<file path="config.mk">
export PLATFORM = sky130hd
export DESIGN_NAME = uart_probe_dump_flat
export DESIGN_NICKNAME = d
export VERILOG_FILES = /design/src/rtl/uart_probe_dump_if.sv /design/src/rtl/uart_probe_dump.sv /design/src/flat_wrapper.sv
export SDC_FILE = /design/constraint.sdc
export NUM_CORES = 1
export LEC_CHECK = 0
export ABC_AREA = 1
export BUFFER_PORTS_ARGS = -buffer_cell sky130_fd_sc_hd__clkbuf_2
export CAP_MARGIN = 20
export CORE_MARGIN = 5
export CORE_UTILIZATION = 30
export DETAILED_ROUTE_END_ITERATION = 10
export PLACE_DENSITY = 0.59
export SLEW_MARGIN = 15
export SYNTH_ARGS = -nofsm -noshare
export SYNTH_HDL_FRONTEND = slang
export SYNTH_SLANG_ARGS = --single-unit
</file>
<file path="constraint.sdc">
create_clock -name clk -period 4.2 [get_ports clk]
set_clock_uncertainty 0.1 [all_clocks]
set_input_delay 0.42 -clock clk [delete_from_list [all_inputs] [get_ports clk]]
set_output_delay 0.42 -clock clk [all_outputs]
set_load 0.03 [all_outputs]
</file>
<file path="src/rtl/uart_probe_dump_if.sv">
// Byte-stream handshake between the probe formatter and the UART transmitter/receiver.
interface uart_probe_dump_if;
    logic [7:0] tx_data;
    logic       tx_valid;
    logic       tx_ready;
    logic [7:0] rx_data;
    logic       rx_valid;

    modport master (
        output tx_data,
        output tx_valid,
        input  tx_ready,
        input  rx_data,
        input  rx_valid
    );

    modport slave (
        input  tx_data,
        input  tx_valid,
        output tx_ready,
        output rx_data,
        output rx_valid
    );
endinterface

</file>
<file path="src/rtl/uart_probe_dump.sv">
// Snapshots NUM_CH probe channels and prints one uppercase-hex ASCII line per snapshot,
// either periodically or on command, optionally restricted to channels that changed.
module uart_probe_dump #(
    parameter int unsigned NUM_CH = 8,
    parameter int unsigned CH_W   = 16,
    parameter int unsigned PERIOD = 13_500_000
) (
    input  logic                     clk,
    input  logic                     rst_n,
    input  logic [NUM_CH*CH_W-1:0]   probe,
    uart_probe_dump_if.master        bus
);
    localparam int unsigned ND    = CH_W / 4;
    localparam int unsigned TMR_W = $clog2(PERIOD);
    localparam int unsigned POS_W = 4;
    localparam int unsigned IDX_W = 4;
    localparam logic [POS_W-1:0] LAST_POS = POS_W'(2 + ND);
    localparam logic [IDX_W-1:0] LAST_CH  = IDX_W'(NUM_CH - 1);

    typedef enum logic [2:0] {S_IDLE, S_CAPTURE, S_HDR, S_CH, S_EOL} state_t;

    state_t                   state;
    logic [TMR_W-1:0]         timer;
    logic                     paused, chg_only, base_valid, pending, frame_clr;
    logic [7:0]               frame;
    logic [NUM_CH*CH_W-1:0]   snap, prev;
    logic [NUM_CH-1:0]        mask;
    logic [IDX_W-1:0]         ch_idx;
    logic [POS_W-1:0]         pos;
    logic [7:0]               tx_data_q;
    logic                     tx_valid_q;

    logic                     tick_c, can_load_c, eol_done_c, skip_c, ch_done_c;
    logic                     cmd_pause_c, cmd_chg_c, cmd_dump_c, cmd_clr_c;
    logic [NUM_CH-1:0]        mask_c;
    logic [CH_W-1:0]          cur_ch_c;
    logic                     cur_mask_c;
    logic [3:0]               cur_nib_c;
    logic [7:0]               hdr_byte_c, ch_byte_c;

    function automatic logic [7:0] hex(input logic [3:0] n);
        return (n < 4'd10) ? 8'h30 + 8'(n) : 8'h37 + 8'(n);
    endfunction

    assign tick_c      = (timer == TMR_W'(PERIOD - 1));
    assign can_load_c  = !tx_valid_q || bus.tx_ready;
    assign cmd_pause_c = bus.rx_valid && (bus.rx_data == 8'h20);
    assign cmd_chg_c   = bus.rx_valid && (bus.rx_data == 8'h63);
    assign cmd_dump_c  = bus.rx_valid && (bus.rx_data == 8'h64);
    assign cmd_clr_c   = bus.rx_valid && (bus.rx_data == 8'h72);
    assign eol_done_c  = (state == S_EOL) && (pos == POS_W'(2)) && tx_valid_q && bus.tx_ready;
    assign skip_c      = chg_only && !cur_mask_c;
    assign ch_done_c   = skip_c || (can_load_c && (pos == LAST_POS));

    // Change mask against the previous snapshot, and the channel/nibble being printed
    always_comb begin
        mask_c     = '0;
        cur_ch_c   = '0;
        cur_mask_c = 1'b0;
        cur_nib_c  = '0;
        for (int unsigned i = 0; i < NUM_CH; i++) begin
            mask_c[i] = (probe[i*CH_W +: CH_W] != prev[i*CH_W +: CH_W]) || !base_valid;
            if (ch_idx == IDX_W'(i)) begin
                cur_ch_c   = snap[i*CH_W +: CH_W];
                cur_mask_c = mask[i];
            end
        end
        for (int unsigned j = 0; j < ND; j++) begin
            if (pos == POS_W'(3 + j)) cur_nib_c = cur_ch_c[(ND-1-j)*4 +: 4];
        end
    end

    always_comb begin
        hdr_byte_c = 8'h3A;
        if (pos == POS_W'(1)) hdr_byte_c = hex(frame[7:4]);
        else if (pos == POS_W'(2)) hdr_byte_c = hex(frame[3:0]);
        case (pos)
            POS_W'(0): ch_byte_c = 8'h20;
            POS_W'(1): ch_byte_c = hex(ch_idx);
            POS_W'(2): ch_byte_c = 8'h3D;
            default:   ch_byte_c = hex(cur_nib_c);
        endcase
    end

    always_ff @(posedge clk or negedge rst_n) begin
        if (!rst_n) begin
            state      <= S_IDLE;
            timer      <= '0;
            paused     <= 1'b0;
            chg_only   <= 1'b0;
            base_valid <= 1'b0;
            pending    <= 1'b0;
            frame_clr  <= 1'b0;
            frame      <= '0;
            snap       <= '0;
            prev       <= '0;
            mask       <= '0;
            ch_idx     <= '0;
            pos        <= '0;
            tx_data_q  <= '0;
            tx_valid_q <= 1'b0;
        end else begin
            timer <= tick_c ? '0 : timer + TMR_W'(1);
            if (tx_valid_q && bus.tx_ready) tx_valid_q <= 1'b0;
            if (cmd_pause_c) paused <= !paused;
            if (cmd_chg_c) chg_only <= !chg_only;
            if (cmd_dump_c) pending <= 1'b1;

            case (state)
                S_IDLE: begin
                    // A tick outside IDLE is simply lost; one seen here starts a capture directly
                    if (pending || cmd_dump_c || (tick_c && !paused)) begin
                        pending <= 1'b0;
                        state   <= S_CAPTURE;
                    end
                end
                S_CAPTURE: begin
                    snap       <= probe;
                    prev       <= probe;
                    mask       <= mask_c;
                    base_valid <= 1'b1;
                    if (chg_only && (mask_c == '0)) begin
                        state <= S_IDLE;
                    end else begin
                        tx_data_q  <= 8'h46;
                        tx_valid_q <= 1'b1;
                        pos        <= POS_W'(1);
                        state      <= S_HDR;
                    end
                end
                S_HDR: begin
                    if (can_load_c) begin
                        tx_data_q  <= hdr_byte_c;
                        tx_valid_q <= 1'b1;
                        if (pos == POS_W'(3)) begin
                            pos    <= '0;
                            ch_idx <= '0;
                            state  <= S_CH;
                        end else begin
                            pos <= pos + POS_W'(1);
                        end
                    end
                end
                S_CH: begin
                    if (!skip_c && can_load_c) begin
                        tx_data_q  <= ch_byte_c;
                        tx_valid_q <= 1'b1;
                        pos        <= pos + POS_W'(1);
                    end
                    if (ch_done_c) begin
                        pos <= '0;
                        if (ch_idx == LAST_CH) state <= S_EOL;
                        else ch_idx <= ch_idx + IDX_W'(1);
                    end
                end
                S_EOL: begin
                    if (pos == POS_W'(2)) begin
                        if (eol_done_c) begin
                            frame     <= (frame_clr || cmd_clr_c) ? 8'h00 : frame + 8'd1;
                            frame_clr <= 1'b0;
                            state     <= S_IDLE;
                        end
                    end else if (can_load_c) begin
                        tx_data_q  <= (pos == POS_W'(0)) ? 8'h0D : 8'h0A;
                        tx_valid_q <= 1'b1;
                        pos        <= pos + POS_W'(1);
                    end
                end
                default: state <= S_IDLE;
            endcase

            // A clear during a line leaves its header alone and wins over the LF increment
            if (cmd_clr_c) begin
                base_valid <= 1'b0;
                if (state == S_IDLE || state == S_CAPTURE) frame <= 8'h00;
                else if (!eol_done_c) frame_clr <= 1'b1;
            end
        end
    end

    assign bus.tx_data  = tx_data_q;
    assign bus.tx_valid = tx_valid_q;
endmodule

</file>
<file path="src/flat_wrapper.sv">
// flat-port wrapper written by rule: the top's interface ports become plain ports
module uart_probe_dump_flat 
#(
    parameter int unsigned NUM_CH = 8,
    parameter int unsigned CH_W   = 16,
    parameter int unsigned PERIOD = 13_500_000
)
  (clk, rst_n, probe, bus_tx_data, bus_tx_valid, bus_tx_ready, bus_rx_data, bus_rx_valid);
  uart_probe_dump_if bus_i ();
  input  logic clk;
  input  logic rst_n;
  input  logic [NUM_CH*CH_W-1:0] probe;
  output wire logic [$bits(bus_i.tx_data)-1:0] bus_tx_data;
  output wire logic [$bits(bus_i.tx_valid)-1:0] bus_tx_valid;
  input wire logic [$bits(bus_i.tx_ready)-1:0] bus_tx_ready;
  input wire logic [$bits(bus_i.rx_data)-1:0] bus_rx_data;
  input wire logic [$bits(bus_i.rx_valid)-1:0] bus_rx_valid;
  assign bus_tx_data = bus_i.tx_data;
  assign bus_tx_valid = bus_i.tx_valid;
  assign bus_i.tx_ready = bus_tx_ready;
  assign bus_i.rx_data = bus_rx_data;
  assign bus_i.rx_valid = bus_rx_valid;
  uart_probe_dump #(.NUM_CH(NUM_CH), .CH_W(CH_W), .PERIOD(PERIOD)) u_core (.clk(clk), .rst_n(rst_n), .probe(probe), .bus(bus_i));
endmodule
</file>
Word level (Yosys, flattened, before mapping):

Index checks and enable logic that the tools add are counted.

* equal/unequal tests: 43
* $add $sub $neg: 12
* reduce and logical (&&, ||, !) cells: 44
* muxes and demuxes: 80
* order comparisons: 4

Operator list (number)
* $mux 8: 17
* $mux 16: 8
* $ne 16x16->1: 8
* $mux 4: 15
* $add 6x4->7 const A: 8
* $pmux 8 s4: 1
* $eq 4x3->1 const B: 7
* $add 24x1->24 const B: 1
* $eq 24x24->1 const B: 1
* $eq 8x7->1 const B: 3
* $mux 1: 24
* $mux 24: 1
* $mux 3: 8
* $pmux 8 s3: 1
* $eq 4x2->1 const B: 4
* $lt 4x4->1 const B: 4
* $ne 2x1->1 const B: 8
* $pmux 4 s4: 1
* $pmux 3 s5: 1
* $logic_or 1x1->1: 14
* $logic_and 1x1->1: 13
* $reduce_and 6->1: 2
* $add 4x1->4 const B: 2
* $add 8x1->8 const B: 1
* other kinds (18): 30

* output and inout bits: 9
* input port bits: 140
* flip-flop bits (word level): 193
* word-level logic and storage cells: 197

Longest topological paths before layout:

Gate-level depths: netlist (run 1).

* depth after elaboration: 18
* gate-level depth with buffers: 25
* depth with buffers taken out: 25

Worst setup path after synthesis (run 1):

No wires, ideal clock.

* path type: register to register
* start point: register u_core.ch_idx[1]
* end point: register u_core.tx_data_q[2], in the netlist u_core.bus.tx_data[2]
* stages on the path, launching flop included: 20
* slack: 1601 ps
* arrival: 2422 ps
* path buffers: 3
* library setup time: 77 ps
* cells stage by stage: dfrtp_1 -> inv_1 -> ha_1 -> buf_2 -> nand3_1 -> buf_4 -> buf_4 -> or2_2 -> nand3_1 -> nand2_1 -> nand2_1 -> nand2_1 -> nand2_1 -> ha_1 -> inv_1 -> nand2_1 -> nand2_1 -> nand3_1 -> nand3_1 -> a21oi_1

* longest elaborated chain between the ends: 18

RTL lines
* start, declared: RTL line uart_probe_dump.sv:28 `logic [IDX_W-1:0] ch_idx;`
* start signal, assigned: RTL line uart_probe_dump.sv:153 `else ch_idx <= ch_idx + IDX_W'(1);`
* $logic_not 4->1: RTL line uart_probe_dump.sv:63 `if (ch_idx == IDX_W'(i)) begin`
* $mux 16 (8 in series): RTL line uart_probe_dump.sv:63
* $mux 4 (4 in series): RTL line uart_probe_dump.sv:69 `if (pos == POS_W'(3 + j)) cur_nib_c = cur_ch_c[(ND-1-j)*4 +: 4];`
* $add 6x4->7 or $lt 4x4->1 (tied branches): RTL line uart_probe_dump.sv:42 `return (n < 4'd10) ? 8'h30 + 8'(n) : 8'h37 + 8'(n);`
* $mux 8: RTL line uart_probe_dump.sv:42
* $pmux 8 s3: RTL line uart_probe_dump.sv:77 `case (pos)`
* $mux 8: RTL line uart_probe_dump.sv:145 `if (!skip_c && can_load_c) begin`
* $pmux 8 s4: RTL line uart_probe_dump.sv:109 `case (state)`
* end signal, assigned: RTL line uart_probe_dump.sv:133 `tx_data_q <= hdr_byte_c;`
* end signal, assigned: RTL line uart_probe_dump.sv:146 `tx_data_q <= ch_byte_c;`
* end signal, assigned: RTL line uart_probe_dump.sv:164 `tx_data_q <= (pos == POS_W'(0)) ? 8'h0D : 8'h0A;`
* end, declared: RTL line uart_probe_dump.sv:30 `logic [7:0] tx_data_q;`

Parallel ways exist; a longest one is shown, timed or not. The select of a mux whose other input is x is not followed.
A chain may end at the register's enable or synchronous reset.

Worst setup path after layout (run 1):

* start point: register u_core.ch_idx[0]
* end point: register u_core.tx_data_q[2], in the netlist u_core.bus.tx_data[2]

The elaborated chain is that of the path after synthesis.

==> impl_metrics.json, run 1 <==
{
  "critical_path_class": "reg -> reg",
  "die_y_um": 209,
  "cts_tree": "built",
  "ys_top_cells_by_area": "dfrtp_1 40%, nand2_1 16%, o21ai_0 7.1%",
  "hold_path_class": "in -> async",
  "grt_pass1_vias": 11039,
  "place.gp.congestion": 0.914,
  "hold_viol": 39,
  "slowest_stage": "dfrtp_1",
  "finalMaxSlewViolations": 0,
  "clockRootBuffer": "clkbuf_16",
  "holdWs_ns": -0.0297,
  "final_nets": 1962,
  "dpl.hpwl_um": 29700,
  "fin_crit_sh_pct": 76.4,
  "yosys.area_share.simple_pct": 29.5,
  "die_area_mm2": 0.0437,
  "numPortBuffers": 147,
  "cts.htree.levels": 4,
  "yosys.area_share.xor_xnor_pct": 4.27,
  "fmaxAchievable_mhz": 312,
  "final-setup-viol-count": 0,
  "clkLatencyLatePin_ns": 0.46,
  "end_kind": "register",
  "cts_sinks": 192,
  "ys_types": 51,
  "routed_wirelength_um": 38300,
  "arrival_ns": 3.49,
  "synth_compound_area_share_pct": 15.0,
  "fillers": 4324,
  "cts_buffers": 17,
  "synth_top_flop_cell": "dfrtp_1",
  "viasPerCell": 4.88,
  "multiInputGateArea_mm2": 0.00599,
  "dr.pass1.iters": 5,
  "cts_setup_buffers": 0,
  "timing.critical_path.from_type": "register",
  "ys_seq_elements": 192,
  "ir_drop_uv": 333,
  "rsz0062_at_grt": "no",
  "place_area_mm2": 0.0131,
  "initial_utilization_pct": 30.1,
  "path_clk_slew_ns": 0.07,
  "synth_area_leader_cell": "dfrtp_1",
  "avgSynthCellArea_um2": 7.06,
  "ys_seq_area_share_pct": 40.4,
  "syn_inst": 1684,
  "synthAdderAreaFrac_pct": 1.58,
  "worstMarginPinSlew_ns": 0.857,
  "area_growth_pct": 15.3,
  "cts_buffer_depth": 2,
  "grt_pass1_wl_um": 60200,
  "cp_max_fo": 29,
  "syn_area_mm2": 0.0119,
  "postCtsResizedCells": 0,
  "drtAntennaViolNets": 0,
  "drive_gt1_share_pct": 12.9,
  "synthesis.nets": 1839,
  "synth_top_area_share_pct": 40.4,
  "drc": 0,
  "violations": "negative hold slack",
  "final_area_mm2": 0.0137,
  "synthMuxAreaShare_pct": 0,
  "period_needed_ns": 3.21,
  "leakagePower_nw": 6.85,
  "netlist_top_cells_count": "517 x nand2_1, 213 x inv_1, 192 x dfrtp_1",
  "power-per-cell-area_mw_per_mm2": 667,
  "synth_edf_count": 0,
  "synth_top_family_by_area": "simple AND/OR/NAND/NOR gates",
  "cap_violations": 0,
  "grtUsageTotal_pct": 17.3,
  "hold_buffers": 0,
  "grt_max_degree": 183,
  "seq_area_mm2": 0.00480,
  "crit_top_cell": "nand2_1",
  "antenna_found_initial": 5,
  "synth_most_common_cell": "nand2_1",
  "vias": 11441,
  "drtIter0Drc": 886,
  "wl_per_cell_um": 16.3,
  "core-area_mm2": 0.0395,
  "slew_headroom_pct": 42.9,
  "num_rows": 73,
  "grt.overflow.total": 0,
  "status": "finished, violations left",
  "boundaryPins": 149,
  "cp_cell_sequence": "inv_1 > ha_1 > nand2_2 > o21ai_0 > a21oi_1 > o22ai_1 > o21ai_1 > nand2_1 > nand2_1 > nand2_1 > nand2_2 > ha_1 > inv_1 > nand2_1 > nand2_1 > nand3_1 > nand3_1 > a21oi_1",
  "yosysWarnings": 0,
  "tns_ns": 0,
  "async_reset_ff_share_pct": 100,
  "n_antenna_cell": 0,
  "crit_required_ns": 4.48,
  "cp_slowest_stage_delay_ns": 0.42,
  "die_x_um": 209
}
-- layout make-up --
cell class | instances | share of cell area, %
multi-input cells | 1213 | 43.7
clock inverters | 11 | 0.949
flip-flops and latches | 192 | 35.0
well taps | 525 | 4.79
inverters | 228 | 6.24
clock buffers | 20 | 3.26
repair buffers | 155 | 6.05
-- metrics by stage --
stage / hold WS [ns] / std cells / util, % / power, W / setup WS (ns)
after floorplan: 0.0244 / 1684 / - / 0.00606 / 1.60
after detailed placement: 0.356 / 2313 / 33.3 / 0.00749 / 1.03
after CTS: 0.0128 / 2344 / 34.7 / 0.00919 / 1.03
after global routing: 0.0185 / 2344 / 34.7 / 0.00993 / 0.613
after global placement: 0.349 / 2313 / 33.3 / 0.00742 / 1.12
final: -0.0297 / 2344 / 34.7 / 0.00915 / 0.990
-- sequential cells by signal, indices dropped and copies added (netlist names) --
signal               cells
u_core.chg_only          1
u_core.frame_clr         1
u_core.frame             8
u_core.bus.tx_valid      1
u_core.paused            1
u_core.pending           1
u_core.state             3
u_core.timer            24
u_core.mask              8
u_core.bus.tx_data       7
u_core.snap            128
u_core.pos               4
u_core.ch_idx            4
u_core.base_valid        1
-- routing by layer --
layer	vias up	GRT usage (%)	part of all wire (%)	routed length, µm
met5	-	0	0.15	56
met4	10	5.09	2.4	918
met3	61	4.22	6.1	2320
met2	285	27.6	46	17500
met1	5380	23.5	46	17500
li1	5705	-	-	-
-- cells in the final DEF, fill, tap and decap left out, types with 8 or more instances in the layout --
master / netlist / layout
o21ai_1: 15 / 15
xor2_1: 42 / 42
clkbuf_2: 0 / 146
a21oi_1: 65 / 65
nand2_1: 517 / 517
nand3_1: 87 / 87
nor3_1: 31 / 30
nor2_1: 103 / 103
nand2_2: 8 / 8
o211ai_1: 10 / 10
o21ai_0: 168 / 168
inv_1: 213 / 212
ha_1: 15 / 15
nand4_1: 23 / 23
dfrtp_1: 192 / 192
o22ai_1: 24 / 24
xnor2_1: 16 / 16
nor4_1: 11 / 11
clkbuf_16: 0 / 17
inv_2: 15 / 16
nand3b_1: 11 / 11
-- where the power goes --
part	total [W]	internal (W)	switching, W
combinational	0.00428	0.00141	0.00287
sequential	0.00320	0.00258	0.000617
clock	0.00167	0.000897	0.000771
total	0.00915	0.00489	0.00426
-- cells by family after synthesis --
kind of cell	Yosys count
AOI/OAI and AO/OA	319
xor gates and xnor gates	58
adders and majority gates	15
buffers and inverters	279
DFF	192
other	1
and+or+nand+nor	820
-- critical path, delay by kind of cell (launching register included) --
family,cells,cell delay [ns]
fa+ha+maj,2,0.45
buf+inv,2,0.19
compound gates,5,0.95
flops,1,0.42
simple gates,9,1.03
-- final timing paths --
kind / startpoint / to / slack (ns) / depth (start not counted)
max in group asynchronous: rst_n / u_core.snap[19]$_DFFE_PN0P_ / 3.08 / 2
hold reg to reg: u_core.timer[0]$_DFF_PN0_ / u_core.timer[0]$_DFF_PN0_ / 0.36 / 1
min in group clk: probe[116] / u_core.snap[116]$_DFFE_PN0P_ / 0.09 / 3
setup reg to reg: u_core.ch_idx[0]$_DFFE_PN0P_ / u_core.bus.tx_data[2]$_DFFE_PN0P_ / 0.99 / 18
setup / recovery: u_core.ch_idx[0]$_DFFE_PN0P_ / u_core.bus.tx_data[2]$_DFFE_PN0P_ / 0.99 / 18
hold / removal: rst_n / u_core.frame[7]$_DFF_PN0_ / -0.03 / 1
(Power assumes the default switching activity.)
==> run 2: changes to the inputs <==
--- a/config.mk
+++ b/config.mk
@@ -5,13 +5,13 @@
 export SDC_FILE = /design/constraint.sdc
 export NUM_CORES = 1
 export LEC_CHECK = 0
-export ABC_AREA = 1
+export ABC_AREA = 0
 export BUFFER_PORTS_ARGS = -buffer_cell sky130_fd_sc_hd__clkbuf_2
 export CAP_MARGIN = 20
 export CORE_MARGIN = 5
 export CORE_UTILIZATION = 30
 export DETAILED_ROUTE_END_ITERATION = 10
-export PLACE_DENSITY = 0.59
+export PLACE_DENSITY = 0.61
 export SLEW_MARGIN = 15
 export SYNTH_ARGS = -nofsm -noshare
 export SYNTH_HDL_FRONTEND = slang
==> constraint.sdc (replaced) <==
create_clock -name clk -period 2.6 [get_ports clk]
set_clock_uncertainty 0.1 [all_clocks]
set_input_delay 0.26 -clock clk [delete_from_list [all_inputs] [get_ports clk]]
set_output_delay 0.26 -clock clk [all_outputs]
set_load 0.03 [all_outputs]
==> run 2 against run 1 <==
The run ends with negative setup slack left. Wire length rose by 9.5%. Die area fell by 2.2%. Synthesized cell count fell by 31%. Sequential cell count did not move. Count of clock-buffer cells in the layout did not move. Setup slack got worse by 1.4 ns. Critical path depth fell by 6. First-iteration DRC count fell by 21%. Clock power rose by 57%. Utilization rose by 10 points.
==> impl_metrics.json, run 2 <==
{
  "status": "finished, violations left",
  "violations": "negative setup slack",
  "cts_sinks": 192,
  "synth_top_flop_cell": "dfrtp_1",
  "final-setup-viol-count": 18,
  "r2r_end": "u_core.pos[2]$_DFFE_PN0P_",
  "core-area_mm2": 0.0385,
  "regToRegSetupSlack_ns": -0.38,
  "drive_gt1_share_pct": 38.3,
  "worstRegToRegCells": 12,
  "min-delay-start": "bus_rx_data[2]",
  "grt_max_degree": 76,
  "drtAntennaViolNets": 0,
  "crit_top_cell": "buf_6",
  "end_kind": "register",
  "cap_violations": 0,
  "synth_edf_count": 0,
  "synthesis.nets": 1318,
  "vias": 11045,
  "cts_buffers": 17,
  "initial_utilization_pct": 30.2,
  "routed_wirelength_um": 41900,
  "synth_area_leader_cell": "dfrtp_1",
  "fin_crit_sh_pct": 115,
  "synth_most_common_cell": "dfrtp_1",
  "cts.htree.levels": 4,
  "cp_slowest_stage_delay_ns": 0.52,
  "grt.overflow.total": 0,
  "clkLatencyLatePin_ns": 0.46,
  "arrival_ns": 3.27,
  "tns_ns": -4.65,
  "drtIter0Drc": 698,
  "cp_max_fo": 7,
  "dp_cells": 1975,
  "critPathBufInv": 4,
  "avgSynthCellArea_um2": 9.99,
  "instances_no_fill": 2171,
  "cts_buffer_depth": 2,
  "final_nets": 1793,
  "netlist_top_cells_count": "192 x dfrtp_1, 139 x xor2_1, 123 x mux2_2",
  "power-per-cell-area_mw_per_mm2": 1120,
  "syn_inst": 1163,
  "regMostFlops": "u_core.snap",
  "utilization_pct": 44.8,
  "min_to": "u_core.paused$_DFFE_PN0P_",
  "boundaryPins": 149,
  "fmaxAchievable_mhz": 335,
  "ys_seq_area_share_pct": 41.3,
  "viasPerCell": 5.09,
  "regToRegStartpoint": "u_core.ch_idx[1]$_DFFE_PN0P_",
  "clockRootBuffer": "clkbuf_16",
  "slowest_stage": "or4b_1",
  "ys_seq_elements": 192,
  "largestRegisters": "u_core.snap (128), u_core.timer (24)",
  "die_y_um": 207,
  "slew_headroom_pct": 60.0,
  "hold_viol": 0,
  "grtUsageTotal_pct": 19.8,
  "path_clk_slew_ns": 0.07,
  "rsz0062_at_grt": "yes",
  "place.gp.congestion": 0.985,
  "async_reset_ff_share_pct": 100,
  "dpl_worst_slack_ns": -0.478,
  "critical_path_class": "reg -> reg",
  "fin_ws_ns": -0.385,
  "wl_per_cell_um": 19.3,
  "num_rows": 72,
  "finalMaxSlewViolations": 0,
  "numPortBuffers": 147,
  "ir_drop_uv": 557,
  "largest_register_ffs": 128,
  "drc": 0,
  "worstMarginPinSlew_ns": 0.600,
  "cts_tree": "built",
  "crit_required_ns": 2.89,
  "final_common_cell": "buf_4",
  "synth_top_area_share_pct": 41.3,
  "final_cell_mix": "208 x buf_4, 190 x dfrtp_1, 146 x clkbuf_2",
  "grt_pass1_vias": 11453,
  "die_x_um": 207,
  "leakagePower_nw": 7.51,
  "period_needed_ns": 2.98,
  "antenna_found_initial": 2,
  "cp_cell_sequence": "buf_6 > ha_4 > or3_4 > buf_4 > a21oi_2 > a21oi_2 > o221ai_4 > buf_6 > buf_6 > a31oi_4 > or4b_1 > nand2_1",
  "die_area_mm2": 0.0428,
  "grt_pass1_wl_um": 65800,
  "hold_path_class": "in -> reg",
  "timing.critical_path.from_type": "register",
  "ys_types": 78,
  "dpl.hpwl_um": 31200,
  "path_delay_family": "simple AND/OR/NAND/NOR gates",
  "min_path_cells": 3,
  "syn_area_mm2": 0.0116,
  "yosysWarnings": 0,
  "area_growth_pct": 48.2,
  "ys_top_cells_by_area": "dfrtp_1 41%, mux2_2 12%, xor2_1 10%",
  "dr.pass1.iters": 7
}
## run 2: changes by cell type in the layout (fill, tap and decap cells not counted), sizes merged, moves of 19 or more
cell / change
nand3: -42
nand2: -443
a31oi: +19
dlygate4sd3: +128
buf: +231
o21ai: -133
xor2: +97
nor2: -43
mux2: +123
nor4: +22
inv: -191
## run 2: worst max-delay path by stage
stage | start | endpoint | slack (ns) | cells after the start
floorplan | u_core.ch_idx[0]$_DFFE_PN0P_ | u_core.bus.tx_data[1]$_DFFE_PN0P_ | -0.14 | 15
global placement | u_core.ch_idx[1]$_DFFE_PN0P_ | u_core.bus.tx_data[1]$_DFFE_PN0P_ | -0.43 | 12
detailed placement | u_core.ch_idx[1]$_DFFE_PN0P_ | u_core.bus.tx_data[1]$_DFFE_PN0P_ | -0.48 | 12
CTS | u_core.ch_idx[1]$_DFFE_PN0P_ | u_core.bus.tx_data[0]$_DFFE_PN0P_ | -0.33 | 14
global route | u_core.ch_idx[0]$_DFFE_PN0P_ | u_core.bus.tx_data[6]$_DFFE_PN0P_ | -0.47 | 13
finish | u_core.ch_idx[1]$_DFFE_PN0P_ | u_core.pos[2]$_DFFE_PN0P_ | -0.38 | 12
## run 2: routing by layer
layer	track usage [%]	up-vias	share of wire, %
met1	28.1	5508	46
met4	4.34	0	1.6
met3	3.91	44	5.9
li1	-	5164	-
met2	31.5	329	46
met5	0	-	0
## run 2: worst register-to-register path, stage by stage, from the launching register on
cell and delay [ns]:
dfrtp_2 0.46, buf_6 0.14, ha_4 0.18, or3_4 0.38, buf_4 0.15, a21oi_2 0.13, a21oi_2 0.11, o221ai_4 0.30
buf_6 0.18, buf_6 0.12, a31oi_4 0.10, or4b_1 0.52, nand2_1 0.07
## run 2: metrics by stage
step	power, W	hold WS (ns)	cell area (µm²)
2_1_floorplan	0.0105	-0.136	11700
3_3_place_gp	0.0147	0.221	14500
3_5_place_dp	0.0148	0.218	14500
4_1_cts	0.0188	0.00114	17000
5_1_grt	0.0203	0.0106	17200
6_report	0.0192	0.0219	17200
## run 2: cell type report
class	instances	area, µm²
fill	3637	21200
multi-input combinational	878	6930
sequential	192	4810
timing repair buffer	515	4130
tap	518	648
clock buffer	20	437
inverter	34	138
clock inverter	12	125
antenna	2	5.00
## run 2: cells by family after synthesis
logic type	count (synthesis)	synth area share [%]
other	1	0.0323
buffers and inverters	93	3.68
muxes	135	13.0
xor gates and xnor gates	160	12.1
AOI/OAI and AO/OA	229	13.3
adders and majority gates	15	1.61
DFF	192	41.3
and+or+nand+nor	338	15.0
## run 2: report_power, final
group / internal (W) / leakage, nW / switching [W]
combinational: 0.00578 / 4.95 / 0.00558
clock: 0.00135 / 0.263 / 0.00128
sequential: 0.00417 / 2.30 / 0.00108
## run 2: timing repair
action / 4_1_cts / 5_1_grt
setup buffers: 28 / 4
pin swaps: 43 / 24
hold endpoints to repair: 188 / 0
gates cloned: 4 / 0
hold buffers: 128 / 0
gates resized for setup: 81 / 38
setup endpoints to repair: 17 / 20
